[config.mk]
export PLATFORM = sky130hd
export DESIGN_NAME = dff_load_arbiter_flat
export DESIGN_NICKNAME = d
export VERILOG_FILES = /design/src/rtl/dff_load_arbiter_if.sv /design/src/rtl/dff_load_arbiter.sv /design/src/flat_wrapper.sv
export SDC_FILE = /design/constraint.sdc
export NUM_CORES = 1
export LEC_CHECK = 0
export ABC_AREA = 0
export CORE_MARGIN = 1.5
export CORE_UTILIZATION = 32
export DETAILED_ROUTE_END_ITERATION = 12
export PLACE_DENSITY_LB_ADDON = 0.12
export SETUP_SLACK_MARGIN = 0.1
export SLEW_MARGIN = 20
export SYNTH_ARGS = -nofsm -noshare
export SYNTH_HDL_FRONTEND = slang
export SYNTH_SLANG_ARGS = --single-unit
[constraint.sdc]
create_clock -name clk -period 4.6 [get_ports clk]
set_input_delay 0.46 -clock clk [delete_from_list [all_inputs] [get_ports clk]]
set_output_delay 0.46 -clock clk [all_outputs]
set_load 0.02 [all_outputs]
[src/rtl/dff_load_arbiter_if.sv]
`default_nettype none
// ============================================================================
//  Module   : dff_load_arbiter_if
//  Purpose  : Bundles the requester handshake and the shared-register bus
//             seen by dff_load_arbiter.
//  Revision : 1.0  initial release
// ============================================================================
interface dff_load_arbiter_if #(
    parameter int NREQ  = 4,
    parameter int WIDTH = 4
);
    logic [NREQ-1:0]       req;
    logic [NREQ*WIDTH-1:0] req_data;
    logic [WIDTH-1:0]      q_in;
    logic                  load;
    logic [WIDTH-1:0]      d;
    logic [NREQ-1:0]       gnt;
    logic [NREQ-1:0]       done;
    logic [NREQ-1:0]       err;

    // Arbiter side: consumes requests and readback, drives grant/response/register.
    modport slave (
        input  req, req_data, q_in,
        output load, d, gnt, done, err
    );

    // Environment side: requesters plus the register readback.
    modport master (
        output req, req_data, q_in,
        input  load, d, gnt, done, err
    );
endinterface
`default_nettype wire

[src/rtl/dff_load_arbiter.sv]
`default_nettype none
// ============================================================================
//  Module   : dff_load_arbiter
//  Purpose  : Round-robin sharing of a WIDTH-bit load register among NREQ
//             requesters, with readback verification, bounded retries and a
//             one-cycle done/err pulse back to the granted requester.
//  Revision : 1.0  initial release
// ============================================================================
module dff_load_arbiter #(
    parameter int NREQ    = 4,
    parameter int WIDTH   = 4,
    parameter int RETRIES = 1
) (
    input  wire logic            clk,
    input  wire logic            reset,
    dff_load_arbiter_if.slave    bus
);

    localparam int IW = (NREQ > 1) ? $clog2(NREQ) : 1;
    localparam int RW = 2;

    typedef enum logic [1:0] {
        c_idle  = 2'd0,
        c_write = 2'd1,
        c_check = 2'd2,
        c_resp  = 2'd3
    } state_t;

    state_t            r_state, w_state_nxt;
    logic [IW-1:0]     r_ptr, w_ptr_nxt;
    logic [IW-1:0]     r_idx, w_idx_nxt;
    logic [WIDTH-1:0]  r_wdata, w_wdata_nxt;
    logic [RW-1:0]     r_retry, w_retry_nxt;
    logic [NREQ-1:0]   r_gnt, w_gnt_nxt;
    logic              r_load, w_load_nxt;
    logic [WIDTH-1:0]  r_d, w_d_nxt;
    logic [NREQ-1:0]   r_done, w_done_nxt;
    logic [NREQ-1:0]   r_err, w_err_nxt;

    logic              w_any;
    logic [IW-1:0]     w_win;
    logic [WIDTH-1:0]  w_win_data;
    logic [NREQ-1:0]   w_win_oh;
    int                w_pos;

    // Round-robin search: first set request at or above ptr, wrapping round.
    always_comb begin
        w_any = 1'b0;
        w_win = '0;
        w_pos = 0;
        for (int k = 0; k < NREQ; k++) begin
            w_pos = int'(r_ptr) + k;
            if (w_pos >= NREQ) begin
                w_pos = w_pos - NREQ;
            end
            if (!w_any && bus.req[w_pos]) begin
                w_any = 1'b1;
                w_win = IW'(w_pos);
            end
        end
    end

    assign w_win_data = bus.req_data[int'(w_win)*WIDTH +: WIDTH];
    assign w_win_oh   = {{(NREQ-1){1'b0}}, 1'b1} << w_win;

    // Next-state and next-output decode; every output is registered below.
    always_comb begin
        w_state_nxt = r_state;
        w_ptr_nxt   = r_ptr;
        w_idx_nxt   = r_idx;
        w_wdata_nxt = r_wdata;
        w_retry_nxt = r_retry;
        w_gnt_nxt   = r_gnt;
        w_load_nxt  = 1'b0;
        w_d_nxt     = r_d;
        w_done_nxt  = '0;
        w_err_nxt   = '0;
        case (r_state)
            c_idle: begin
                w_gnt_nxt = '0;
                w_d_nxt   = '0;
                if (w_any) begin
                    w_state_nxt = c_write;
                    w_idx_nxt   = w_win;
                    w_wdata_nxt = w_win_data;
                    w_retry_nxt = RW'(RETRIES);
                    w_load_nxt  = 1'b1;
                    w_d_nxt     = w_win_data;
                    w_gnt_nxt   = w_win_oh;
                end
            end
            c_write: begin
                w_state_nxt = c_check;
                w_d_nxt     = r_wdata;
            end
            c_check: begin
                // Grant is one-hot on the winner, so it doubles as the response mask.
                if (bus.q_in == r_wdata) begin
                    w_state_nxt = c_resp;
                    w_done_nxt  = r_gnt;
                end else if (r_retry != '0) begin
                    w_state_nxt = c_write;
                    w_retry_nxt = r_retry - RW'(1);
                    w_load_nxt  = 1'b1;
                end else begin
                    w_state_nxt = c_resp;
                    w_err_nxt   = r_gnt;
                end
            end
            c_resp: begin
                w_state_nxt = c_idle;
                w_gnt_nxt   = '0;
                w_d_nxt     = '0;
                w_ptr_nxt   = (r_idx == IW'(NREQ-1)) ? '0 : r_idx + IW'(1);
            end
            default: begin
                w_state_nxt = c_idle;
                w_gnt_nxt   = '0;
                w_d_nxt     = '0;
            end
        endcase
    end

    // State and output registers; reset discards any transaction in flight.
    always_ff @(posedge clk or negedge reset) begin
        if (!reset) begin
            r_state <= c_idle;
            r_ptr   <= '0;
            r_idx   <= '0;
            r_wdata <= '0;
            r_retry <= '0;
            r_gnt   <= '0;
            r_load  <= 1'b0;
            r_d     <= '0;
            r_done  <= '0;
            r_err   <= '0;
        end else begin
            r_state <= w_state_nxt;
            r_ptr   <= w_ptr_nxt;
            r_idx   <= w_idx_nxt;
            r_wdata <= w_wdata_nxt;
            r_retry <= w_retry_nxt;
            r_gnt   <= w_gnt_nxt;
            r_load  <= w_load_nxt;
            r_d     <= w_d_nxt;
            r_done  <= w_done_nxt;
            r_err   <= w_err_nxt;
        end
    end

    assign bus.gnt  = r_gnt;
    assign bus.load = r_load;
    assign bus.d    = r_d;
    assign bus.done = r_done;
    assign bus.err  = r_err;

endmodule
`default_nettype wire

[src/flat_wrapper.sv]
// flat-port wrapper written by rule: the top's interface ports become plain ports
module dff_load_arbiter_flat 
#(
    parameter int NREQ    = 4,
    parameter int WIDTH   = 4,
    parameter int RETRIES = 1
)
  (clk, reset, bus_req, bus_req_data, bus_q_in, bus_load, bus_d, bus_gnt, bus_done, bus_err);
  dff_load_arbiter_if #(.NREQ(NREQ), .WIDTH(WIDTH)) bus_i ();
  input  wire logic clk;
  input  wire logic reset;
  input wire logic [$bits(bus_i.req)-1:0] bus_req;
  input wire logic [$bits(bus_i.req_data)-1:0] bus_req_data;
  input wire logic [$bits(bus_i.q_in)-1:0] bus_q_in;
  output wire logic [$bits(bus_i.load)-1:0] bus_load;
  output wire logic [$bits(bus_i.d)-1:0] bus_d;
  output wire logic [$bits(bus_i.gnt)-1:0] bus_gnt;
  output wire logic [$bits(bus_i.done)-1:0] bus_done;
  output wire logic [$bits(bus_i.err)-1:0] bus_err;
  assign bus_i.req = bus_req;
  assign bus_i.req_data = bus_req_data;
  assign bus_i.q_in = bus_q_in;
  assign bus_load = bus_i.load;
  assign bus_d = bus_i.d;
  assign bus_gnt = bus_i.gnt;
  assign bus_done = bus_i.done;
  assign bus_err = bus_i.err;
  dff_load_arbiter #(.NREQ(NREQ), .WIDTH(WIDTH), .RETRIES(RETRIES)) u_core (.clk(clk), .reset(reset), .bus(bus_i));
endmodule
==> run summary <==
SYNTHESIS
------------------------------------------------------------------------------
Commonest register cell after synthesis                           sky130_fd_sc_hd__dfrtp_1
Share of synthesized registers carrying an async set or reset            1.000
Number of synthesized flops with an enable pin                               0
Register bit count reported by yosys                                        29
Area share of the largest cell type after synthesis                     0.4607
Gate count after technology mapping                                        153
Yosys warning count                                                          0
Average cell area after synthesis                                    10.30 µm²
Leading post-synthesis cells by cell area                         sky130_fd_sc_hd__dfrtp_1 (46%), sky130_fd_sc_hd__ha_1 (5.6%), sky130_fd_sc_hd__o31ai_1 (4.3%)
Netlist area before placement                                         1575 µm²
Post-synth top area cell                                          sky130_fd_sc_hd__dfrtp_1
Share of the yosys chip area belonging to registers                     0.4607
Synth Net Count                                                            186
Post-synthesis cell type count                                              39

JOB
------------------------------------------------------------------------------
Max Cap Viol                                                                 0

POWER
------------------------------------------------------------------------------
Reported leakage power                                               0.9324 nW
Maximum ir drop on the vdd rail                                    0.0002561 V
Areal power density over the cells                                618.0 nW/µm²

DRT
------------------------------------------------------------------------------
Final routed wire length divided by cell count                        14.51 µm
Count of TritonRoute iterations in the first routing pass                    4
Drc violations                                                               0
Remaining antenna violation count after routing                              0
Post-Route WL                                                          3860 µm
Detailed router's first-iteration violation count                           63
Via total after detailed routing                                          1298
Via-per-instance ratio                                                   4.880

TIMING
------------------------------------------------------------------------------
Final worst path period share                                           0.4904
Final Max Tran Viols                                                         0
Maximum frequency from static timing analysis                       0.4433 GHz
Worst slack on hold paths                                             494.5 ps
Final number of setup-violating endpoints                                    0
RSZ-0062 raised after global routing                                     false
Transition at the pin with the smallest max-transition slack          754.9 ps
Setup total negative slack                                                0 ps
Clock Skew                                                            4.165 ps
Slew margin rel.                                                        0.4926
Hold violation count in the final report                                     0
Final period demand of the worst path                                  2256 ps
Worst Slack Setup Final                                                2344 ps

CELLS AND AREA
------------------------------------------------------------------------------
Synthesis-to-finish area growth                                         38.13%
Leading cell type in the layout, fill and taps excluded           sky130_fd_sc_hd__clkdlybuf4s50_1
Layout cell share with drive strength beyond 1                         0.09045
End-of-flow core utilization                                            0.4607
N_diodes                                                                     0
Layout Nets                                                                231
Commonest cells after routing, fill and taps aside                sky130_fd_sc_hd__clkdlybuf4s50_1 (42), sky130_fd_sc_hd__dfrtp_1 (29), sky130_fd_sc_hd__nor2_1 (15)
Layout fillers                                                             439

WORST SETUP PATH
------------------------------------------------------------------------------
CP Max Fanout                                                               12
Origin of the critical flop-to-flop path                          u_core.r_wdata[0]$_DFFE_PN0P_
Minimum setup slack among reg-to-reg paths                             2700 ps
Required time at the endpoint of the critical path                     4770 ps
Startpoint types                                                  primary input
Worst setup startpoint                                              bus_req[1]
Reg2reg end                                                       u_core.r_retry[0]$_DFFE_PN0P_
Worst endpoint data arrival time                                       2420 ps
Critical path class                                                     in2reg
CP Capture Type                                                      flip-flop
Number of cell instances on the worst register-to-register path              5

CLOCK NETWORK
------------------------------------------------------------------------------
Total clock buffers created by CTS                                           5
Number of H-tree levels                                                      2
TritonCTS sink count                                                        29
Hold Buf Count CTS                                                           0
Total setup buffers inserted after CTS                                       0
Skew-Pair Late Insertion Delay                                          280 ps
Number of gates resized after cts                                            0
CTS tree                                                                   yes
CTS clock-pin slew for the worst setup and hold paths                    60 ps
Maximum buffer depth of the clock tree                                       2
Clock tree root buffer cell                                       sky130_fd_sc_hd__clkbuf_8

HOLD PATH
------------------------------------------------------------------------------
Type of the most critical hold path                                    reg2reg
Critical hold path startpoint                                     u_core.bus.d[3]$_DFFE_PN0P_
Worst hold stages                                                            2
Capture endpoint of the worst hold path                           u_core.bus.d[3]$_DFFE_PN0P_

PLACE
------------------------------------------------------------------------------
Worst slack after detailed placement                                   2037 ps
Detailed placer's ending HPWL                                          2881 µm
Number of buffers inserted by port buffering                                42
Gp weighted congestion                                                  0.7884

DIE
------------------------------------------------------------------------------
Die width                                                             73.16 µm
Top Ports                                                                   43
Core area                                                             4723 µm²
Initial cell density of the core                                        0.3335
Number of placement rows                                                    25
Overall die height                                                    73.16 µm
DIE AREA                                                              5352 µm²

STATUS
------------------------------------------------------------------------------
Status                                                            complete, no violations

GLOBAL ROUTE
------------------------------------------------------------------------------
Pin count of the biggest net entering global routing                        30
Grt total ovfl                                                               0
Overall track demand over capacity in global routing                    0.1547
Global-route wire length before repair                                 6334 µm
Vias in the first global route                                            1356
Initial antenna violation count                                              0

==> worst max-delay path by stage <==
stage / endpoint / slack, ps / cells after the start
after detailed placement: u_core.r_idx[0]$_DFFE_PN0P_ / 2040 / 4
final: u_core.r_idx[0]$_DFFE_PN0P_ / 2340 / 4
after CTS: u_core.r_idx[0]$_DFFE_PN0P_ / 2350 / 4
after floorplan: u_core.bus.gnt[2]$_DFFE_PN0P_ / 2870 / 6
after global routing: u_core.r_idx[0]$_DFFE_PN0P_ / 2120 / 4
after global placement: u_core.r_idx[0]$_DFFE_PN0P_ / 2170 / 4
==> per-stage QoR <==
step / total power, mW / cells / cell area (µm²)
2_1_floorplan: 0.8739 / 153 / 1575
3_3_place_gp: 1.063 / 258 / 2059
3_5_place_dp: 1.077 / 258 / 2059
4_1_cts: 1.356 / 266 / 2176
5_1_grt: 1.450 / 266 / 2176
6_report: 1.345 / 266 / 2176
==> critical path: stages <==
cell	delay, ps
sky130_fd_sc_hd__clkdlybuf4s50_1	470
sky130_fd_sc_hd__nor4_1	680
sky130_fd_sc_hd__nand2b_1	430
sky130_fd_sc_hd__mux2_2	380
==> registers in the layout (all words and copies together), names as in the netlist <==
signal	count
u_core.r_ptr	2
u_core.bus.d	4
u_core.bus.gnt	4
u_core.bus.load	1
u_core.r_idx	2
u_core.bus.err	4
u_core.bus.done	4
u_core.r_retry	2
u_core.r_state	2
u_core.r_wdata	4
==> synth_stat cells, types with 3 or more instances <==
cell type,number
sky130_fd_sc_hd__a211oi_1,6
sky130_fd_sc_hd__ha_1,7
sky130_fd_sc_hd__nor3b_1,8
sky130_fd_sc_hd__o21a_1,3
sky130_fd_sc_hd__o31ai_1,9
sky130_fd_sc_hd__nand2_1,14
sky130_fd_sc_hd__and2_1,6
sky130_fd_sc_hd__nor2b_1,3
sky130_fd_sc_hd__nor2_1,15
sky130_fd_sc_hd__xor2_1,4
sky130_fd_sc_hd__and3_1,4
sky130_fd_sc_hd__dfrtp_1,29
sky130_fd_sc_hd__a21oi_1,5
sky130_fd_sc_hd__mux2_2,3
sky130_fd_sc_hd__inv_1,6
==> cell type report <==
class                      count  area (µm²)  share of cell area
tap                           67       83.83             0.03853
sequential                    29       725.7              0.3335
clock buffer                   7       86.33             0.03968
clock inverter                 1       30.03             0.01380
timing repair buffer          43       427.9              0.1967
inverter                       6       22.52             0.01035
multi-input combinational    113       799.5              0.3675
==> report_power, final <==
part | leakage, nW | internal (mW) | switching, mW | total (mW)
sequential | 0.371 | 0.346 | 0.0715 | 0.417
combinational | 0.503 | 0.287 | 0.366 | 0.653
clock | 0.0585 | 0.176 | 0.0976 | 0.274
total | 0.932 | 0.809 | 0.535 | 1.34
==> routing by layer <==
layer | vias up | global-route usage | part of all wire | wire (µm)
li1 | 641 | - | - | -
met1 | 626 | 0.1932 | 0.46 | 1773
met2 | 25 | 0.2636 | 0.49 | 1894
met3 | 6 | 0.03453 | 0.039 | 150
met4 | 0 | 0.05031 | 0.011 | 42
met5 | - | 0 | 0 | 0
==> cell families (layout without fill, tap and decap cells) <==
logic type,after synthesis,count (layout),synth area share
AO/OA/AOI/OAI,36,36,0.1708
XOR/XNOR,4,4,0.02224
adder cells (fa/ha/maj),7,7,0.05560
buffers and inverters,11,57,0.03177
flip-flops,29,29,0.4607
multiplexers,4,4,0.02780
AND/OR/NAND/NOR,62,62,0.2311
No activity file was read; power rests on OpenSTA's default activity.
==> patch 1, RTL diff (config.mk and constraints unchanged) <==
`WIDTH` is set to 4 in 3 places; all go to 6.
--- a/src/rtl/dff_load_arbiter_if.sv
+++ b/src/rtl/dff_load_arbiter_if.sv
@@ -8,5 +8,5 @@
 interface dff_load_arbiter_if #(
     parameter int NREQ  = 4,
-    parameter int WIDTH = 4
+    parameter int WIDTH = 6
 );
     logic [NREQ-1:0]       req;
--- a/src/rtl/dff_load_arbiter.sv
+++ b/src/rtl/dff_load_arbiter.sv
@@ -9,5 +9,5 @@
 module dff_load_arbiter #(
     parameter int NREQ    = 4,
-    parameter int WIDTH   = 4,
+    parameter int WIDTH   = 6,
     parameter int RETRIES = 1
 ) (
--- a/src/flat_wrapper.sv
+++ b/src/flat_wrapper.sv
@@ -3,5 +3,5 @@
 #(
     parameter int NREQ    = 4,
-    parameter int WIDTH   = 4,
+    parameter int WIDTH   = 6,
     parameter int RETRIES = 1
 )
Ports: changed (resized bus_d, bus_q_in and bus_req_data); port bits go from 43 to 55. The function was not compared with the original's and may differ.
==> patch 1 against the original RTL <==
- wire length up 18%
- sequential cell count up 4
- design area up 22%
- setup slack worse by 0.27 ns
- utilization down 1.1 points
- power up 23%
- largest power group unchanged
- synthesized area up 24%
- count of clock-buffer cells in the layout down 2
- sequential power up 18%
- sequential share of layout area down 2.3 points
==> patch 1: results (changes against the original RTL) <==
metric	value	unit	change
outcome	finished, final reports clean		unchanged
cp.arrival	2.68	ns	was 2.42 ns
cp_max_fo	15		was 12
synth_commonest_cells	dfrtp_1 (33), nand2_1 (23), and3_1 (13)		was dfrtp_1 (29), nor2_1 (15), nand2_1 (14)
synth.net_count	236		was 186
hpwlAfterDp	3.397	mm	was 2.881 mm
power.leakage	1.175	nW	was 0.9324 nW
instances_no_fill	321		was 266
drtIter0Drc	53		was 63
pre_cts_ws	1.744	ns	was 2.037 ns
synth_compound_gate_area_share	23.02	%	was 17.08%
cpMaxStageDelayCell	clkdlybuf4s50_1		was nor4_1
synthTopCellsByArea	dfrtp_1 (42%), a211oi_2 (5.8%), ha_1 (4.5%), nand2_1 (4.4%), and3_1 (4.2%)		was dfrtp_1 (46%), ha_1 (5.6%), o31ai_1 (4.3%), nor3b_1 (3.8%), nor2_1 (3.6%)
cpPeakStageDelay	0.57	ns	was 0.68 ns
pg_seq	0.492	mW	was 0.417 mW
grt_pass1_wl	7.320	mm	was 6.334 mm
dpl-instance-area	2525	sq um	was 2059 sq um
nets	288		was 231
use_met3	3.596	%	was 3.453%
final_layout_size_suffix_gt1_share	13.82	%	was 9.045%
synth-adder-area-share	4.476	%	was 5.560%
synth_mux_area_share	2.685	%	was 2.780%
ys_seq_area_share	42.20	%	was 46.07%
power.switching	0.6742	mW	was 0.5353 mW
io_buffers	54		was 42
grt_pass1_vias	1522		was 1356
critical-path-top-delay-family	compound AO/OA/AOI/OAI gates		was simple AND/OR/NAND/NOR gates
drt_wl_total	4.557	mm	was 3.860 mm
worst_pin_slew	0.8483	ns	was 0.7549 ns
avgSynthCellArea	10.14	sq um	was 10.30 sq um
route.met2.wl	2.155	mm	was 1.894 mm
powerDensity	620.2	nW/um^2	was 618.0 nW/um^2
dr_wl_met3	249	microns	was 150 microns
synth_xor_area_share	2.685	%	was 2.224%
wl_met1	2.086	mm	was 1.773 mm
globalRouteMet1Util	18.86	%	was 19.32%
==> patch 1: cell types whose count changed in the layout (fill, tap and decap cells not counted), sizes merged, moves of 5 or more <==
cell           delta
a21oi             +6
and3              +9
clkdlybuf4s50    +12
nand2            +10
nand2b            +5
nor3b             -8
==> patch 1: layout make-up <==
cell class	instances	area, sq um
well taps	75	93.84
clock buffers	5	68.82
inverters	8	30.03
flip-flops and latches	33	825.8
clock inverters	3	68.82
fillers	580	3258
multi-input cells	142	1027
repair buffers	55	548.0
==> patch 1: worst paths after layout <==
check	from	cells after the start	endpoint	slack [ns]
max	bus_req[3]	6	u_core.r_wdata[1]	2.07
min	u_core.bus.d[1]	2	u_core.bus.d[1]	0.49
max reg2reg	u_core.r_ptr[1]	5	u_core.r_wdata[1]	2.35
min reg2reg	u_core.bus.d[1]	2	u_core.bus.d[1]	0.49
max in group asynchronous	reset	2	u_core.r_wdata[2]	3.73
min in group asynchronous	reset	2	u_core.r_retry[1]	0.57
==> patch 2, RTL diff (same settings) <==
Made on the original files. Take the reset off `r_d` and load it in a clocked block of its own.
--- a/src/rtl/dff_load_arbiter.sv
+++ b/src/rtl/dff_load_arbiter.sv
@@ -132,5 +132,4 @@
             r_gnt   <= '0;
             r_load  <= 1'b0;
-            r_d     <= '0;
             r_done  <= '0;
             r_err   <= '0;
@@ -143,8 +142,11 @@
             r_gnt   <= w_gnt_nxt;
             r_load  <= w_load_nxt;
-            r_d     <= w_d_nxt;
             r_done  <= w_done_nxt;
             r_err   <= w_err_nxt;
         end
+    end
+
+    always_ff @(posedge clk) begin
+        r_d <= w_d_nxt;
     end
 
Behaviour: not the same (a bounded check fails within 4 cycles, from zero or initial values and one cycle with reset low).
==> patch 2 against the original RTL <==
- design area down 3.3%
- power decreased by 2.4%
- sequential cell count unchanged
- synthesized cell count is 6.5% lower
- wire length down 5.8%
- final cell count fell by 9.4%
- die area decreased by 2.6%
- setup slack worse by 0.14 ns
- global-route usage fell by 0.083 points
- highest routed layer unchanged
- synthesized area shrank 2.7%
- clock skew grew 0.0052 ns
==> patch 2: results (changes against the original RTL) <==
metric	value	unit	change
worstHoldPathType	in -> async		was reg -> reg
maxCapViolations	0		unchanged
startpoint	bus_req[1]		unchanged
synthTopCellsByArea	dfrtp_1 (41%), edfxtp_1 (7.8%), mux2i_1 (5.9%), ha_1 (5.7%), nand2_1 (5.6%)		was dfrtp_1 (46%), ha_1 (5.6%), o31ai_1 (4.3%), nor3b_1 (3.8%), nor2_1 (3.6%)
cp.arrival	2.41	ns	
ys_seq_area_share	48.65	%	was 46.07%
final_layout_size_suffix_gt1_share	9.524	%	was 9.045%
dpl-instance-area	1989	sq um	was 2059 sq um
timing.hold.ws	0.1603	ns	was 0.4945 ns
grt_use_total	15.39	%	was 15.47%
synth.net_count	176		was 186
r2r-start	u_core.r_ptr[0]		was u_core.r_wdata[0]
insertion_delay	0.29	ns	
routed_via_density	5.100		was 4.880
max-vdd-ir-drop	0.0002595	V	was 0.0002561 V
grt_max_degree	26		was 30
grt_pass1_wl	6.030	mm	was 6.334 mm
setup_viol	0		unchanged
post_drt_wl_per_cell	15.08	microns	was 14.51 microns
nets	221		was 231
path_clk_slew	0.08	ns	was 0.06 ns
drtIter0Drc	46		was 63
antenna_cells	0		unchanged
grt_pass1_vias	1249		was 1356
synthArstFlopShare	86.21	%	was 100.0%
cpMaxStageDelayCell	nor2_2		was nor4_1
h-tree-depth	2		unchanged
cp_max_fo	11		was 12
power.leakage	0.9580	nW	was 0.9324 nW
p_sw_share	40.35	%	was 39.81%
outcome	finished, final reports clean		unchanged
hpwlAfterDp	2.812	mm	was 2.881 mm
worst_pin_slew	0.7640	ns	was 0.7549 ns
ys_types	37		was 39
skew	0.009368	ns	was 0.004165 ns
grt_antenna_before_repair	0		unchanged
cts_buffer_depth	2		unchanged
cts_setup_buffers	0		unchanged
cpPeakStageDelay	0.61	ns	was 0.68 ns
firstDrtPassIters	4		unchanged
clk_root_buffer_cell	clkbuf_8		unchanged
endpoint	u_core.bus.d[0]		was u_core.r_idx[0]
synth_edf_count	4		was 0
synth-warning-count	0		unchanged
synth_commonest_cells	dfrtp_1 (25), nand2_1 (23), inv_1 (9), mux2i_1 (9), o221ai_1 (8)		was dfrtp_1 (29), nor2_1 (15), nand2_1 (14)
place_congestion	0.7516		was 0.7884
ff2ff_setup_slack	2.48	ns	was 2.70 ns
==> patch 2: cell count changes in the layout (fill, tap and decap cells not counted), moves of 4 or more <==
cell and delta:
dfrtp_1 -4, o221ai_1 +8, a211oi_1 -5, nor3b_1 -8
edfxtp_1 +4, o31ai_1 -9, nand2_1 +9, nor2_1 -8
mux2i_1 +8
==> patch 2: cells by family (layout without fill, tap and decap cells) <==
family,Yosys count,count (layout),synth area share (%)
flops,29,29,48.65
buf+inv,13,59,3.754
mux,10,10,6.612
fa+ha+maj,7,7,5.714
xor+xnor,4,4,2.285
simple gates,53,53,17.96
compound gates,27,27,15.02
==> patch 2: final cells by class <==
cell class                 instances  area (sq um)
clock buffer                       5         68.82
clock inverter                     3         45.04
fill                             411          2371
inverter                           9         33.78
multi-input combinational        101         729.5
sequential                        29         745.7
tap                               52         65.06
timing repair buffer              42         415.4
==> patch 2: worst max-delay path, delay by kind of cell <==
family,cells,cell delay [ns]
AND/OR/NAND/NOR,1,0.61
multiplexers,1,0.37
AO/OA/AOI/OAI,3,0.47
buffers and inverters,1,0.50
==> patch 2: worst min-delay path by stage <==
stage,endpoint,from,cells after the start
final,u_core.bus.err[0],reset,1
after global routing,u_core.bus.err[0],reset,1
after CTS,u_core.bus.err[0],reset,1
after detailed placement,u_core.bus.err[0],reset,1
after global placement,u_core.r_idx[1],u_core.r_idx[1],2
after floorplan,u_core.bus.done[0],reset,0
==> patch 2: routing by layer <==
layer | wire, microns | part of all wire (%) | global-route usage [%]
met2 | 1722 | 47 | 24.79
met4 | 36 | 0.99 | 5.870
met3 | 183 | 5.0 | 3.333
met5 | 0 | 0 | 0
met1 | 1692 | 47 | 20.34
==> patch 2: through the flow <==
step / total power, mW / worst slack, ns / cells / utilization (%)
after floorplan: 0.8485 / 2.862 / 143 / -
after global placement: 1.034 / 2.094 / 233 / 44.57
after detailed placement: 1.050 / 1.922 / 233 / 44.46
after CTS: 1.322 / 2.224 / 241 / 47.01
after global routing: 1.413 / 2.069 / 241 / 47.01
final: 1.313 / 2.207 / 241 / 47.01
==> patch 2: power by group through the flow <==
stage                     sequential (mW)  combinational, mW  clock, mW
after detailed placement            0.432              0.619          0
final                               0.427              0.613      0.273
after floorplan                     0.461              0.388          0
after CTS                           0.426              0.620      0.276
after global routing                0.436              0.682      0.295
after global placement              0.429              0.605          0
